File: src/rtl/muldiv_pkg.sv
// muldiv_pkg: shared op encoding, FSM states and iteration count for the muldiv_seq unit.
package muldiv_pkg;
  typedef enum logic [1:0] {
    OP_MUL   = 2'b00,
    OP_MULHU = 2'b01,
    OP_DIVU  = 2'b10,
    OP_REMU  = 2'b11
  } op_e;
  typedef enum logic [1:0] {
    IDLE = 2'b00,
    BUSY = 2'b01,
    DONE = 2'b10
  } state_e;
  localparam int MULDIV_ITER = 32;
endpackage

File: src/rtl/muldiv_step.sv
// muldiv_step: one combinational shift-add (multiply) or restoring-subtract (divide) iteration.
// Accumulator layout: multiply {partial_hi, multiplier_lo}; divide {remainder, dividend/quotient}.
module muldiv_step
  import muldiv_pkg::*;
(
  input  logic [63:0] acc_i,
  input  logic [31:0] b_i,
  input  op_e         op_i,
  output logic [63:0] acc_o
);
  logic        is_div;
  logic [32:0] sum;
  logic [32:0] rem;
  logic [32:0] diff;
  always_comb begin
    is_div = (op_i == OP_DIVU) || (op_i == OP_REMU);
    sum    = {1'b0, acc_i[63:32]} + (acc_i[0] ? {1'b0, b_i} : 33'd0);
    rem    = {acc_i[63:32], acc_i[31]};
    diff   = rem - {1'b0, b_i};
    acc_o  = !is_div ? {sum, acc_i[31:1]} :
             diff[32] ? {rem[31:0], acc_i[30:0], 1'b0} :
                        {diff[31:0], acc_i[30:0], 1'b1};
  end
endmodule

File: src/rtl/muldiv_seq.sv
// muldiv_seq: iterative 32-bit unsigned MUL/MULHU/DIVU/REMU unit with pipeline stall/flush handshake.
// Define MULDIV_EARLY_OUT_EN to finish zero-operand and divide-by-zero cases after one BUSY cycle.
module muldiv_seq
  import muldiv_pkg::*;
(
  input  logic        clk,
  input  logic        rst_n,
  input  logic        StartE,
  input  logic [1:0]  OpE,
  input  logic [31:0] SrcAE,
  input  logic [31:0] SrcBE,
  input  logic        FlushE,
  output logic        StallE,
  output logic        BusyE,
  output logic        DoneE,
  output logic [31:0] ResultE
);
  state_e      state_q, state_d;
  logic [5:0]  cnt_q, cnt_d;
  logic [63:0] acc_q, acc_d, acc_nxt;
  logic [31:0] b_q, b_d;
  op_e         op_q, op_d;
  logic [31:0] res_q, res_d;
  logic        early;
  logic [31:0] early_res;

  muldiv_step u_step (
    .acc_i (acc_q),
    .b_i   (b_q),
    .op_i  (op_q),
    .acc_o (acc_nxt)
  );

`ifdef MULDIV_EARLY_OUT_EN
  // At cnt 0 the accumulator low word still holds the latched SrcAE.
  assign early     = (cnt_q == 6'd0) && ((b_q == 32'd0) || (!op_q[1] && acc_q[31:0] == 32'd0));
  assign early_res = !op_q[1] ? 32'd0 : op_q[0] ? acc_q[31:0] : 32'hFFFF_FFFF;
`else
  assign early     = 1'b0;
  assign early_res = 32'd0;
`endif

  always_comb begin
    state_d = state_q;
    cnt_d   = cnt_q;
    acc_d   = acc_q;
    b_d     = b_q;
    op_d    = op_q;
    res_d   = res_q;
    case (state_q)
      IDLE: begin
        if (StartE && !FlushE) begin
          state_d = BUSY;
          cnt_d   = 6'd0;
          acc_d   = {32'd0, SrcAE};
          b_d     = SrcBE;
          op_d    = op_e'(OpE);
        end
      end
      BUSY: begin
        if (FlushE) begin
          state_d = IDLE;
        end else if (early) begin
          state_d = DONE;
          res_d   = early_res;
        end else if (cnt_q == 6'(MULDIV_ITER)) begin
          state_d = DONE;
          res_d   = op_q[0] ? acc_q[63:32] : acc_q[31:0];
        end else begin
          acc_d = acc_nxt;
          cnt_d = cnt_q + 6'd1;
        end
      end
      default: state_d = IDLE;
    endcase
  end

  always_ff @(posedge clk or negedge rst_n) begin
    if (!rst_n) begin
      state_q <= IDLE;
      cnt_q   <= 6'd0;
      acc_q   <= 64'd0;
      b_q     <= 32'd0;
      op_q    <= OP_MUL;
      res_q   <= 32'd0;
    end else begin
      state_q <= state_d;
      cnt_q   <= cnt_d;
      acc_q   <= acc_d;
      b_q     <= b_d;
      op_q    <= op_d;
      res_q   <= res_d;
    end
  end

  assign BusyE   = (state_q == BUSY);
  assign DoneE   = (state_q == DONE) && !FlushE;
  assign StallE  = rst_n && (((state_q == IDLE) && StartE && !FlushE) || (state_q == BUSY));
  assign ResultE = res_q;
endmodule

File: config.mk
export PLATFORM = sky130hd
export DESIGN_NAME = muldiv_seq
export DESIGN_NICKNAME = d
export VERILOG_FILES = /design/src/rtl/muldiv_pkg.sv /design/src/rtl/muldiv_step.sv /design/src/rtl/muldiv_seq.sv
export SDC_FILE = /design/constraint.sdc
export NUM_CORES = 1
export LEC_CHECK = 0
export ABC_AREA = 1
export BUFFER_PORTS_ARGS = -buffer_cell sky130_fd_sc_hd__buf_4
export CAP_MARGIN = 20
export CORE_ASPECT_RATIO = 0.8
export CORE_UTILIZATION = 30
export CTS_BUF_LIST = sky130_fd_sc_hd__clkbuf_4
export DETAILED_ROUTE_END_ITERATION = 10
export MAX_ROUTING_LAYER = met4
export PLACE_DENSITY = 0.46
export SYNTH_ARGS = -nofsm -noshare
export SYNTH_HDL_FRONTEND = slang
export SYNTH_SLANG_ARGS = --single-unit
File: constraint.sdc
create_clock -name clk -period 4.9 [get_ports clk]
set_input_delay 0.245 -clock clk [delete_from_list [all_inputs] [get_ports clk]]
set_output_delay 0.245 -clock clk [all_outputs]
set_load 0.05 [all_outputs]
Word level (Yosys, flattened, before mapping)
Index checks and enable logic that the tools add are counted.
{"block": "totals", "reg_bits": 138, "word_cells": 49, "out_inout_bits": 35}
{"block": "op_classes", "muxes": 16, "n_eq_ne": 9, "reduce_logical": 14, "addsub": 3, "bitwise": 1}
{"op": "$mux 64", "count": 5}
{"op": "$pmux 64 s2", "count": 1}
{"op": "$mux 32", "count": 2}
{"op": "$add 32x33->33", "count": 1}
{"op": "$sub 33x32->33", "count": 1}
{"op": "$mux 6", "count": 3}
{"op": "$pmux 6 s2", "count": 1}
{"op": "$add 6x1->6 const B", "count": 1}
{"op": "$eq 2x2->1 const B", "count": 3}
{"op": "$eq 6x6->1 const B", "count": 1}
{"op": "$mux 2", "count": 3}
{"op": "$ne 2x2->1 const B", "count": 3}
{"op": "$logic_and 1x1->1", "count": 5}
{"op": "$pmux 2 s2", "count": 1}
{"op": "$reduce_and 2->1", "count": 2}
{"op": "$reduce_and 4->1", "count": 1}
{"op": "$ne 3x2->1 const B", "count": 1}
{"op": "$reduce_and 3->1", "count": 1}
{"op": "$eq 2x1->1 const B", "count": 1}
{"op": "$logic_not 2->1", "count": 1}
{"op": "$logic_or 1x1->1", "count": 2}
{"op": "$reduce_bool 2->1", "count": 1}
{"op": "$logic_not 1->1", "count": 1}
{"op": "$not 1->1", "count": 1}

Logic depth before layout (Yosys ltp)
{"block": "logic_depth", "word_depth": 6, "depth_mapped": 20, "ltp_nobuf": 19}

Cells and area by module
A second synthesis with hierarchy kept.
{"block": "unflattened", "cells_unflattened": 2082, "area_unflattened_um2": 12580.8}
{"mod": "muldiv_step", "instances": 1, "cells_per_inst": 1316, "area_per_inst_um2": 6412.4}
{"mod": "muldiv_seq", "instances": 1, "cells_per_inst": 766, "area_per_inst_um2": 6168.4}

Worst setup path after synthesis
No wires, ideal clock.
{"block": "synth_timing", "path_type": "register to register", "start": "register acc_q[0]", "end": "register acc_q[47]", "stages_incl_launch_ff": 19, "setup_slack_ns": 2.433, "period_less_slack_ns": 2.467, "n_path_buf": 1, "required_ns": 4.784, "arrival_ns": 2.351, "path_cell_list": "dfrtp_1 > clkbuf_1 > nand2_1 > inv_1 > ha_1 > inv_1 > fa_1 > o21ai_0 > nand2_1 > nand2_1 > nand2_1 > nand2_1 > nand2_1 > nand3_1 > nand3_1 > nand2_1 > inv_1 > nand2_1 > nand2_1"}
{"block": "synth_via", "elab_chain_cells": 6}
{"item": "from (decl)", "line": "muldiv_seq.sv:20", "source": "logic [63:0] acc_q, acc_d, acc_nxt;"}
{"item": "from (signal assigned)", "line": "muldiv_seq.sv:82", "source": "acc_q <= 64'd0;"}
{"item": "from (signal assigned)", "line": "muldiv_seq.sv:89", "source": "acc_q <= acc_d;"}
{"item": "$mux 32", "line": "muldiv_step.sv:17", "source": "sum = {1'b0, acc_i[63:32]} + (acc_i[0] ? {1'b0, b_i} : 33'd0);"}
{"item": "$add 32x33->33", "line": "muldiv_step.sv:17"}
{"item": "$mux 64", "line": "muldiv_step.sv:20", "source": "acc_o = !is_div ? {sum, acc_i[31:1]} :"}
{"item": "$mux 64", "line": "muldiv_seq.sv:66", "source": "end else if (cnt_q == 6'(MULDIV_ITER)) begin"}
{"item": "$mux 64", "line": "muldiv_seq.sv:61", "source": "if (FlushE) begin"}
{"item": "$pmux 64 s2", "line": "muldiv_seq.sv:50", "source": "case (state_q)"}
No other way between the ends. The select of a mux whose other input is x is not followed.
A chain may end at the register's enable or synchronous reset.

Worst setup path in the final report
{"block": "layout_timing", "start": "register acc_q[31]", "end": "register acc_q[63]"}
{"block": "layout_via", "elab_chain_cells": 6}
{"item": "$sub 33x32->33", "line": "muldiv_step.sv:19", "source": "diff = rem - {1'b0, b_i};"}
{"item": "$mux 64", "line": "muldiv_step.sv:21", "source": "diff[32] ? {rem[31:0], acc_i[30:0], 1'b0} :"}
{"item": "$mux 64", "line": "muldiv_step.sv:20"}
{"item": "$mux 64", "line": "muldiv_seq.sv:66"}
{"item": "$mux 64", "line": "muldiv_seq.sv:61"}
{"item": "$pmux 64 s2", "line": "muldiv_seq.sv:50"}
No other way between the ends. The select of a mux whose other input is x is not followed.

==> results.sh <==
export IMPL_status="finished clean"
export IMPL_syn_avg_cell_area_um2=6.15
export IMPL_grtUsageTotal_pct=23.1
export IMPL_antenna_found_initial=1
export IMPL_fill_cells=4273
export IMPL_synth_edff_count=0
export IMPL_viasPerCell=4.89
export IMPL_synthFlopType="dfrtp_1"
export IMPL_areaGrowthSynthToFinish_pct=19.3
export IMPL_final_common_cell="nand2_1"
export IMPL_worst_pin_slew_ps=843
export IMPL_max_vdd_ir_drop_uv=270
export IMPL_hold_violations=0
export IMPL_yosysWarnings=0
export IMPL_ys_top_cells_by_area="dfrtp_1, nand2_1, inv_1, ha_1, a21oi_1"
export IMPL_max_slew_margin_pct=43.8
export IMPL_grt_overflow_total=0
export IMPL_critPathMaxFanout=44
export IMPL_end_kind="flip-flop"
export IMPL_worst_slack_ps=1510
export IMPL_async_reset_ff_share_pct=100
export IMPL_finalWirelength_um=43300
export IMPL_mostFrequentLayoutCells="nand2_1, inv_1, nor2_1"
export IMPL_placed_cell_area_um2=12900
export IMPL_htree_levels=4
export IMPL_ant_nets=0
export IMPL_fin_area_um2=13900
export IMPL_clockBufferDepth=2
export IMPL_clk_pin_slew_ps=150
export IMPL_fin_skew_ps=29.3
export IMPL_wire_per_inst_um=17.1
export IMPL_tns_ps=0
export IMPL_powerDensity_nw_per_um2=600
export IMPL_slew_violations=0
export IMPL_gp_congestion=0.959
export IMPL_synth_top_cell_area_share_pct=29.7
export IMPL_arrival_ps=3930
export IMPL_die_width_um=222
export IMPL_clock_fmax_mhz=295
export IMPL_drc=0
export IMPL_hold_buffers=67
export IMPL_num_vias=12400
export IMPL_rsz0062_at_grt="no"
export IMPL_start_util_pct=30.5
export IMPL_ctsRootBufferMaster="clkbuf_4"
export IMPL_setup_viol=0
export IMPL_grt_max_degree=78
export IMPL_io_pins=105
export IMPL_core_area_um2=38200
export IMPL_dp_slack_ps=1480
export IMPL_hp_class="input pin to flip-flop"
export IMPL_drt_iter0_drc=984
export IMPL_netlist_area_um2=11600
export IMPL_fin_crit_ps=3390
export IMPL_fin_crit_sh_pct=69.1
export IMPL_synth_yosys_seq_area_share_pct=29.7
export IMPL_r2r_slack_ps=1510
export IMPL_fp_dieH_um=178
export IMPL_critPathKind="flip-flop to flip-flop"
export IMPL_maxCapViolCount=0
export IMPL_synthCells=1892
export IMPL_numClockSinks=138
export IMPL_utilization_pct=36.3
export IMPL_grt_pass1_wl_um=67400
export IMPL_ys_types=37
export IMPL_first_pass_iters=5
export IMPL_synth_seq_cells=138
export IMPL_cts_made_buffers=17
export IMPL_critPathRequiredTime_ps=5440
export IMPL_nets=2168
export IMPL_synth_largest_area_cell="dfrtp_1"
export IMPL_synth_fp_nets=2030
export IMPL_cts_tree="yes"
export IMPL_post_cts_buffers=0
export IMPL_clock_latency_ps=640
export IMPL_start_kind="flip-flop"
export IMPL_num_rows=64
export IMPL_p_leak_nw=7.48
export IMPL_layout_drive_gt1_share_pct=8.37
export IMPL_grt_pass1_vias=11700
export IMPL_dieArea_um2=39600
export IMPL_io_buffer_count=104
export IMPL_ctsResizeCount=0
export IMPL_dpl_hpwl_um=33500
critical path: stages (launching register included):
cell and delay [ps]:
dfrtp_1 470, inv_1 70, ha_1 230, fa_1 360, inv_1 100, nand2_1 80, nand2_1 100, nand3_1 80
nand2_1 170, nand2_1 70, nand2_1 110, nand2_1 100, nand2_1 80, nand2_2 180, nand2_4 460, inv_1 290
nand2_1 120, nand3_1 70, nand2_1 100, nand2_1 50
flip-flops by register name (all words and copies together), names as in the netlist:
register	count
acc_q	64
ResultE	32
b_q	32
cnt_q	6
op_q	2
state_q	2
layer usage:
metal | up-vias | global-route usage (%) | part of all wire [%]
met5 | - | - | 0
met4 | 0 | 6.28 | 1.8
met3 | 44 | 3.05 | 4.5
met2 | 296 | 34.3 | 43
met1 | 5793 | 32.6 | 51
li1 | 6287 | - | -
cells in the mapped netlist (2+ instances only):
| master | number |
|---|---|
| nor4_1 | 3 |
| nand4_1 | 16 |
| nand2_1 | 613 |
| nand3_1 | 117 |
| a21oi_1 | 160 |
| nor3_1 | 15 |
| xnor2_1 | 12 |
| and2_1 | 6 |
| o21ai_1 | 13 |
| nand2_2 | 3 |
| o21ai_0 | 98 |
| nor2_1 | 163 |
| buf_1 | 4 |
| inv_2 | 4 |
| inv_1 | 309 |
| fa_1 | 2 |
| nor2_2 | 5 |
| xor2_1 | 4 |
| buf_6 | 4 |
| o21bai_1 | 4 |
| dfrtp_1 | 138 |
| ha_1 | 66 |
| clkbuf_1 | 46 |
| a21o_1 | 2 |
| a31oi_1 | 18 |
| nand3b_1 | 10 |
| and3_1 | 2 |
| buf_2 | 10 |
| or2_2 | 4 |
| o21a_1 | 7 |
| o211ai_1 | 28 |
worst paths after layout:
kind                           start   endpoint  cells after the start
max                        acc_q[31]  acc_q[63]                     19
min                           FlushE  acc_q[45]                      6
max reg2reg                acc_q[31]  acc_q[63]                     19
min reg2reg                 cnt_q[4]   cnt_q[4]                      1
max in group asynchronous      rst_n     b_q[2]                      3
min in group asynchronous      rst_n    b_q[24]                      2
stage by stage:
stage               power (mW)  hold WS (ps)  instances
floorplan                 5.75         -50.6       1892
global route              9.19          76.1       2539
detailed placement        7.35           280       2438
finish                    8.33          82.7       2539
CTS                       8.37          39.4       2537
global placement          7.35           276       2438
report_power, final:
part / switching (mW) / internal [mW]
combinational: 3.62 / 1.75
clock: 0.559 / 0.377
sequential: 0.501 / 1.52
final cells by class:
type                            instances  area (µm²)  area share (%)
Sequential cell                       138        3460            24.9
Tap cell                              495         619            4.46
Timing Repair Buffer                  183        1560            11.2
Multi-Input combinational cell       1376        6730            48.5
Antenna cell                            1        2.50          0.0180
Clock buffer                           17         128           0.919
Inverter                              314        1180            8.49
Clock inverter                         15         204            1.47
logic make-up (layout without fill, tap and decap cells):
kind of cell	Yosys count	in the layout	synth area share, %
fa+ha+maj	68	68	7.44
xor+xnor	16	16	1.20
compound gates	332	332	15.4
buf+inv	378	529	12.6
simple gates	960	960	33.7
flops	138	138	29.7
other cells	0	1	0
No activity file was read; power rests on OpenSTA's default activity.
